<file path="src/rtl/booth_pp_accumulator.sv">
// Multi-cycle carry-save reducer for radix-4 Booth partial products, with valid/ready on both sides.
// Optional BOOTH_PP_ACC_OVERLAP_EN lets a new set be accepted on the same edge the result is released.
module booth_pp_accumulator #(
  parameter int unsigned NUM_PP   = 16,
  parameter int unsigned PP_W     = 64,
  parameter int unsigned PP_GROUP = 4
) (
  input  logic                   clk,
  input  logic                   rst,
  input  logic [NUM_PP*PP_W-1:0] PP_In,
  input  logic                   In_Valid,
  output logic                   In_Ready,
  output logic [PP_W-1:0]        Product,
  output logic                   Out_Valid,
  input  logic                   Out_Ready,
  output logic                   Busy
);

  localparam int unsigned NUM_GROUPS = NUM_PP / PP_GROUP;
  localparam int unsigned CNT_W      = (NUM_GROUPS > 1) ? $clog2(NUM_GROUPS) : 1;
  localparam logic [CNT_W-1:0] CNT_LAST = CNT_W'(NUM_GROUPS - 1);

  typedef enum logic [1:0] {IDLE, ACCUM, RESOLVE, DONE} state_t;

  state_t                  state_q, state_d;
  logic [NUM_PP*PP_W-1:0]  hold_q, hold_d;
  logic [PP_W-1:0]         sum_q, sum_d;
  logic [PP_W-1:0]         carry_q, carry_d;
  logic [CNT_W-1:0]        cnt_q, cnt_d;
  logic [PP_W-1:0]         product_q, product_d;
  logic                    out_valid_q, out_valid_d;
  logic                    in_ready_q, in_ready_d;
  logic                    busy_q, busy_d;

  logic [PP_W-1:0]         pp_sh [NUM_PP];
  logic [PP_W-1:0]         fold_sum, fold_carry;

  // Weight each held PP by 4^i; bits shifted past PP_W are dropped.
  always_comb begin
    for (int unsigned i = 0; i < NUM_PP; i++) begin
      pp_sh[i] = hold_q[i*PP_W +: PP_W] << (2 * i);
    end
  end

  // Chain of 3:2 compressors folding the current group into the sum/carry pair.
  always_comb begin : fold
    logic [PP_W-1:0] x;
    logic [PP_W-1:0] s_n;
    logic [PP_W-1:0] c_n;
    fold_sum   = sum_q;
    fold_carry = carry_q;
    x          = '0;
    s_n        = '0;
    c_n        = '0;
    for (int unsigned j = 0; j < PP_GROUP; j++) begin
      x = '0;
      for (int unsigned g = 0; g < NUM_GROUPS; g++) begin
        if (cnt_q == CNT_W'(g)) x = pp_sh[g*PP_GROUP + j];
      end
      s_n        = fold_sum ^ fold_carry ^ x;
      c_n        = ((fold_sum & fold_carry) | (fold_sum & x) | (fold_carry & x)) << 1;
      fold_sum   = s_n;
      fold_carry = c_n;
    end
  end

  always_comb begin
    state_d     = state_q;
    hold_d      = hold_q;
    sum_d       = sum_q;
    carry_d     = carry_q;
    cnt_d       = cnt_q;
    product_d   = product_q;
    out_valid_d = out_valid_q;
    case (state_q)
      IDLE: begin
        if (In_Valid && In_Ready) begin
          hold_d  = PP_In;
          sum_d   = '0;
          carry_d = '0;
          cnt_d   = '0;
          state_d = ACCUM;
        end
      end
      ACCUM: begin
        sum_d   = fold_sum;
        carry_d = fold_carry;
        cnt_d   = cnt_q + CNT_W'(1);
        if (cnt_q == CNT_LAST) state_d = RESOLVE;
      end
      RESOLVE: begin
        product_d   = sum_q + carry_q;
        out_valid_d = 1'b1;
        state_d     = DONE;
      end
      DONE: begin
        if (Out_Ready) begin
          out_valid_d = 1'b0;
          state_d     = IDLE;
`ifdef BOOTH_PP_ACC_OVERLAP_EN
          if (In_Valid) begin
            hold_d  = PP_In;
            sum_d   = '0;
            carry_d = '0;
            cnt_d   = '0;
            state_d = ACCUM;
          end
`endif
        end
      end
      default: state_d = IDLE;
    endcase
    in_ready_d = (state_d == IDLE);
    busy_d     = (state_d == ACCUM) || (state_d == RESOLVE);
  end

  always_ff @(posedge clk or posedge rst) begin
    if (rst) begin
      state_q     <= IDLE;
      hold_q      <= '0;
      sum_q       <= '0;
      carry_q     <= '0;
      cnt_q       <= '0;
      product_q   <= '0;
      out_valid_q <= 1'b0;
      in_ready_q  <= 1'b1;
      busy_q      <= 1'b0;
    end else begin
      state_q     <= state_d;
      hold_q      <= hold_d;
      sum_q       <= sum_d;
      carry_q     <= carry_d;
      cnt_q       <= cnt_d;
      product_q   <= product_d;
      out_valid_q <= out_valid_d;
      in_ready_q  <= in_ready_d;
      busy_q      <= busy_d;
    end
  end

`ifdef BOOTH_PP_ACC_OVERLAP_EN
  assign In_Ready  = in_ready_q | ((state_q == DONE) && Out_Ready);
`else
  assign In_Ready  = in_ready_q;
`endif
  assign Product   = product_q;
  assign Out_Valid = out_valid_q;
  assign Busy      = busy_q;

endmodule

</file>
<file path="config.mk">
export PLATFORM = sky130hd
export DESIGN_NAME = booth_pp_accumulator
export DESIGN_NICKNAME = d
export VERILOG_FILES = /design/src/rtl/booth_pp_accumulator.sv
export SDC_FILE = /design/constraint.sdc
export NUM_CORES = 2
export LEC_CHECK = 0
export CORE_AREA = 5 5 424 426
export CTS_CLUSTER_SIZE = 8
export DETAILED_ROUTE_END_ITERATION = 6
export DIE_AREA = 0 0 429 431
export PLACE_DENSITY_LB_ADDON = 0.12
export SYNTH_ARGS = -nofsm -noshare
export SYNTH_HDL_FRONTEND = slang
export SYNTH_SLANG_ARGS = --single-unit
export TNS_END_PERCENT = 100
</file>
<file path="constraint.sdc">
create_clock -name clk -period 38.4 [get_ports clk]
set_input_delay 9.6 -clock clk [delete_from_list [all_inputs] [get_ports clk]]
set_output_delay 9.6 -clock clk [all_outputs]
set_load 0.02 [all_outputs]
</file>
* Yosys cells after proc, flatten, opt, wreduce, memory -nomap -nowiden
Index checks and enable logic that the tools add are counted.
Word-level totals: bits in registers 1193, bits in latches 0, RAM bits 0, memory bits (read-only) 0, memories 0
Operators by class: $add $sub $neg 2, $mul 0, div/mod/pow operators 0, order comparisons 0, equality and inequality tests 10, shift-type cells 0, muxes and demuxes 27, bitwise gates (word level) 28, reductions and logical operators 10
Operators by type and width (number):
- 2-to-1 mux 64 bit | 17
- bitwise AND 63 bit | 12
- XOR 64 bit | 8
- bitwise OR 63 bit | 8
- case mux 64 bit (2 select lines) | 2
- adder 64 bit | 1
- equality test 2 bit, second input constant | 5
- 2-to-1 mux 2 bit | 4
- case mux 2 bit (4 select lines) | 1
- equality test 2 x 1 -> 1 bit, second input constant | 3
- zero test 2 bit | 3
- AND reduction 2 bit | 3
- inequality test 2 bit, second input constant | 2
- case mux 2 bit (2 select lines) | 1
- nonzero test 2 bit | 2
- adder 2 x 1 -> 2 bit, second input constant | 1
- case mux 1 bit (2 select lines) | 1
- logical AND 1 bit | 1
- logical OR 1 bit | 1
- 2-to-1 mux 1 bit | 1

* Logic depth before layout (Yosys ltp)
depth in word-level cells 18, depth in mapped cells 21

* Least setup slack after synthesis
Ideal clock, no wire load.
kind input -> register, start in In_Valid, end reg busy_q, in the netlist Busy, setup time 0.126 ns, arrival time 11.383 ns, required time 38.274 ns, setup slack 26.891 ns, stages on the path 8, path buffers 3, cells stage by stage nand2_1 > nor3_1 > clkbuf_1 > clkbuf_1 > clkbuf_1 > nor2_1 > o21a_1 > ha_1
Between the ends: word-level cells in the longest chain between the ends 5, elaborated cells between the ends (all ways) 6
Ends and longest elaborated chain:
- start: declaration | line 11 | input logic In_Valid,
- logical AND 1 bit * | line 77 | if (In_Valid && In_Ready) begin
- 2-to-1 mux 2 bit * | line 77
- case mux 2 bit (4 select lines) * | line 75 | case (state_q)
- equality test 2 x 1 -> 1 bit or equality test 2 bit (tied branches) | line 114 | busy_d = (state_d == ACCUM) || (state_d == RESOLVE);
- logical OR 1 bit * | line 114
- via busy_d | line 33 | logic busy_q, busy_d;
- end signal: assignment | line 137 | busy_q <= busy_d;
- end: declaration | line 33
Mark *: on every way through the listed nets, which the timed path passes. The rest lies on a longest branch. A chain may end at the register's enable or synchronous reset.

==> qor.txt <==
Max_cap viols: 0
Share of cells above drive strength 1: 18.6%
Placed cells: 7600
Layout Area Growth over Synthesis: 29.7%
Worst setup SP type: input port
Clk sink count: 979
Synth top area cells: dfrtp_1 (48%), mux2_2 (17%), fa_1 (9.3%)
Post-DP HPWL: 144000 um
GPL Wtd Cong: 0.805
Ports: 1095
Arrival time worst endpoint: 13.94 ns
Fin cells: 7825
Cell Chain, Critical Path: clkdlybuf4s50_1 > inv_8 > buf_4 > buf_4 > buf_4 > buf_4
CTS max path bufs: 3
Htree depth: 4
Main flop type after synthesis: dfrtp_1
Setup bufs post-CTS: 0
Worst slew margin: 26.4%
Cts bufs inserted: 143
DP Area: 61900 um2
Netlist Area Pre-Place: 51000 um2
Fin. max-slew vios: 0
Fin crit period: 13.17 ns
Worst-path clk slew: 0.05 ns
Max Clk Rate: 75.9 MHz
Final hold vios: 0
Crit Path Class: in2async
Final Instance Area: 66100 um2
First DRT Iteration DRCs: 1983
Syn avg cell area: 10.9 um2
Core Box Area: 175000 um2
Synth area leader: dfrtp_1
Initial antenna violation count: 99
CP max FO: 92
Worst setup EP type: async pin
Nets@finish: 6744
Fin crit share: 34.3%
Worst path buffer plus inverter count: 6
Grt ovf: 0
Worst-Skew Late Latency: 0.80 ns
Crit path top cell by count: buf_4
IO Port Bufs: 854
Syn nets: 5995
Post-CTS Resized: 0
CP top delay family: buffers and inverters
CTS tree: yes
Filler cells: 17572
Synth cell types: 67
Asr flop ratio synth: 100%
Final Setup Violations: 0
EDFF count, synth: 0
RSZ-0062 raised after global routing: false
Seq/Total Area, Yosys: 48.1%
Leak: 27.6 nW
Placement Rows: 154
Peak supply drop: 0.0427 mV
Die height: 431 um
Hold-fix buffers at CTS: 0
Initial Util: 29.1%
Die area: 185000 um2
Die W: 429 um
Max incr delay on CP: 0.84 ns
Post-synthesis cell count: 4656
Vias per cell: 4.76
Vias in the first global route: 39962
GR Util All Layers: 20.5%
First-pass GRT wire length: 278000 um
Synth Register Bits: 979
Worst-case clock skew: 0.0363 ns
Pwr/cell area: 104 nW/um2
Vias: 37258
Synth top area share: 48.0%
Fin Setup TNS: 0 ns
Worst-path cell with the longest stage delay: buf_4
Antenna Nets Post-Route: 0
# DRC: 0
Ys Warns: 0
Root Buffer Master: clkbuf_16
Run status: finished, final reports clean
Setup ws final: 25.23 ns
Slew @ Worst Pin: 1.10 ns
Per-cell routed wire length: 24.6 um
Hold crit path type: reg2reg
Largest net degree at the start of global routing: 189
First-pass iteration count of the detailed router: 5
Total wire length: 193000 um
Critical Path RT: 39.17 ns
Setup WS pre-CTS: 24.10 ns
-- metal layers --
layer  vias up  GRT usage [%]  wire (um)
li1      17327              -          -
met1     18674           23.5      75000
met2       836           35.9      97800
met3       337           6.74      12700
met4        84           7.45       6500
met5         -              0        552
-- final cells by class --
class | instances | area (um2) | area share [%]
Multi-Input combinational cell | 3142 | 24600 | 37.2
Sequential cell | 979 | 24500 | 37.1
Timing Repair Buffer | 907 | 9050 | 13.7
Clock buffer | 166 | 3700 | 5.61
Tap cell | 2340 | 2930 | 4.43
Inverter | 232 | 878 | 1.33
Clock inverter | 17 | 374 | 0.566
Antenna cell | 42 | 105 | 0.159
-- path summary, 6_finish.rpt --
kind                       cells past startpoint                    start  slack [ns]                      end
max                                            6                      rst       25.23  hold_q[549]$_DFFE_PP0P_
min                                            2  Product[31]$_DFFE_PP0P_        0.47  Product[31]$_DFFE_PP0P_
max reg2reg                                   17     cnt_q[1]$_DFFE_PP0P_       32.49    sum_q[49]$_DFFE_PP0P_
min reg2reg                                    2  Product[31]$_DFFE_PP0P_        0.47  Product[31]$_DFFE_PP0P_
max in group clk                               7                 In_Valid       25.87  hold_q[337]$_DFFE_PP0P_
min in group asynchronous                      2                      rst        9.32  hold_q[141]$_DFFE_PP0P_
-- worst reg2reg max path, stage by stage (launching register included) --
cell and delay (ns):
dfrtp_1 0.44, inv_1 0.18, ha_4 0.48, buf_4 0.64, buf_12 0.54, buf_4 0.70, nor2_1 0.15, a21oi_1 0.18
nor2_1 0.06, a21oi_1 0.13, nor2_1 0.05, a21oi_1 0.56, fa_1 0.53, fa_1 0.49, inv_1 0.05, fa_1 0.42
nand2_1 0.06, o21ai_0 0.09
-- per-stage QoR --
stage / hold WS, ns / power, W / util (%)
after floorplan: 0.467 / 0.00447 / -
after global placement: 0.459 / 0.00573 / 35.3
after detailed placement: 0.463 / 0.00578 / 35.3
after CTS: 0.475 / 0.00703 / 37.6
after global routing: 0.500 / 0.00755 / 37.7
final: 0.472 / 0.00685 / 37.7
-- state kept, by name (all words and copies together) (netlist names) --
signal,cells
Busy,1
In_Ready,1
Out_Valid,1
Product,64
carry_q,60
cnt_q,2
hold_q,784
state_q,2
sum_q,64
-- synth_stat cells, drive strengths merged, types with 26 or more instances --
cell type,number
ha,74
o22ai,51
inv,232
mux2,761
a211o,27
dfrtp,978
o21ai,253
xnor2,36
buf,34
a221oi,27
clkbuf,269
a22oi,44
nand2,588
fa,237
nor2,396
a21o,28
a21oi,422
xor2,26
-- cell families after synthesis --
family,Yosys count,synth area share [%]
and+or+nand+nor,1075,8.41
buffers and inverters,535,3.95
DFF,979,48.1
muxes,762,16.8
adders and majority gates,311,11.1
AOI/OAI and AO/OA,932,10.5
xor gates and xnor gates,62,1.07
-- where the power goes --
part / switching [W] / leakage (nW) / internal (W)
clock network: 0.000505 / 1.97 / 0.000683
registers: 0.000302 / 11.8 / 0.00157
logic: 0.00216 / 13.8 / 0.00162
-- placed cells by master, fill, tap and decap left out, drive strengths merged, types with 26 or more instances in the layout --
cell type | synthesis | routed
o21ai | 253 | 253
mux2 | 761 | 761
inv | 232 | 234
buf | 34 | 53
clkdlybuf4s50 | 0 | 854
xor2 | 26 | 26
a211o | 27 | 27
diode | 0 | 42
fa | 237 | 237
o22ai | 51 | 51
xnor2 | 36 | 36
nand2 | 588 | 588
nor2 | 396 | 396
a221oi | 27 | 27
clkbuf | 269 | 166
dfrtp | 978 | 978
ha | 74 | 74
a21oi | 422 | 422
a22oi | 44 | 44
a21o | 28 | 28
No activity file was read; power rests on OpenSTA's default activity.
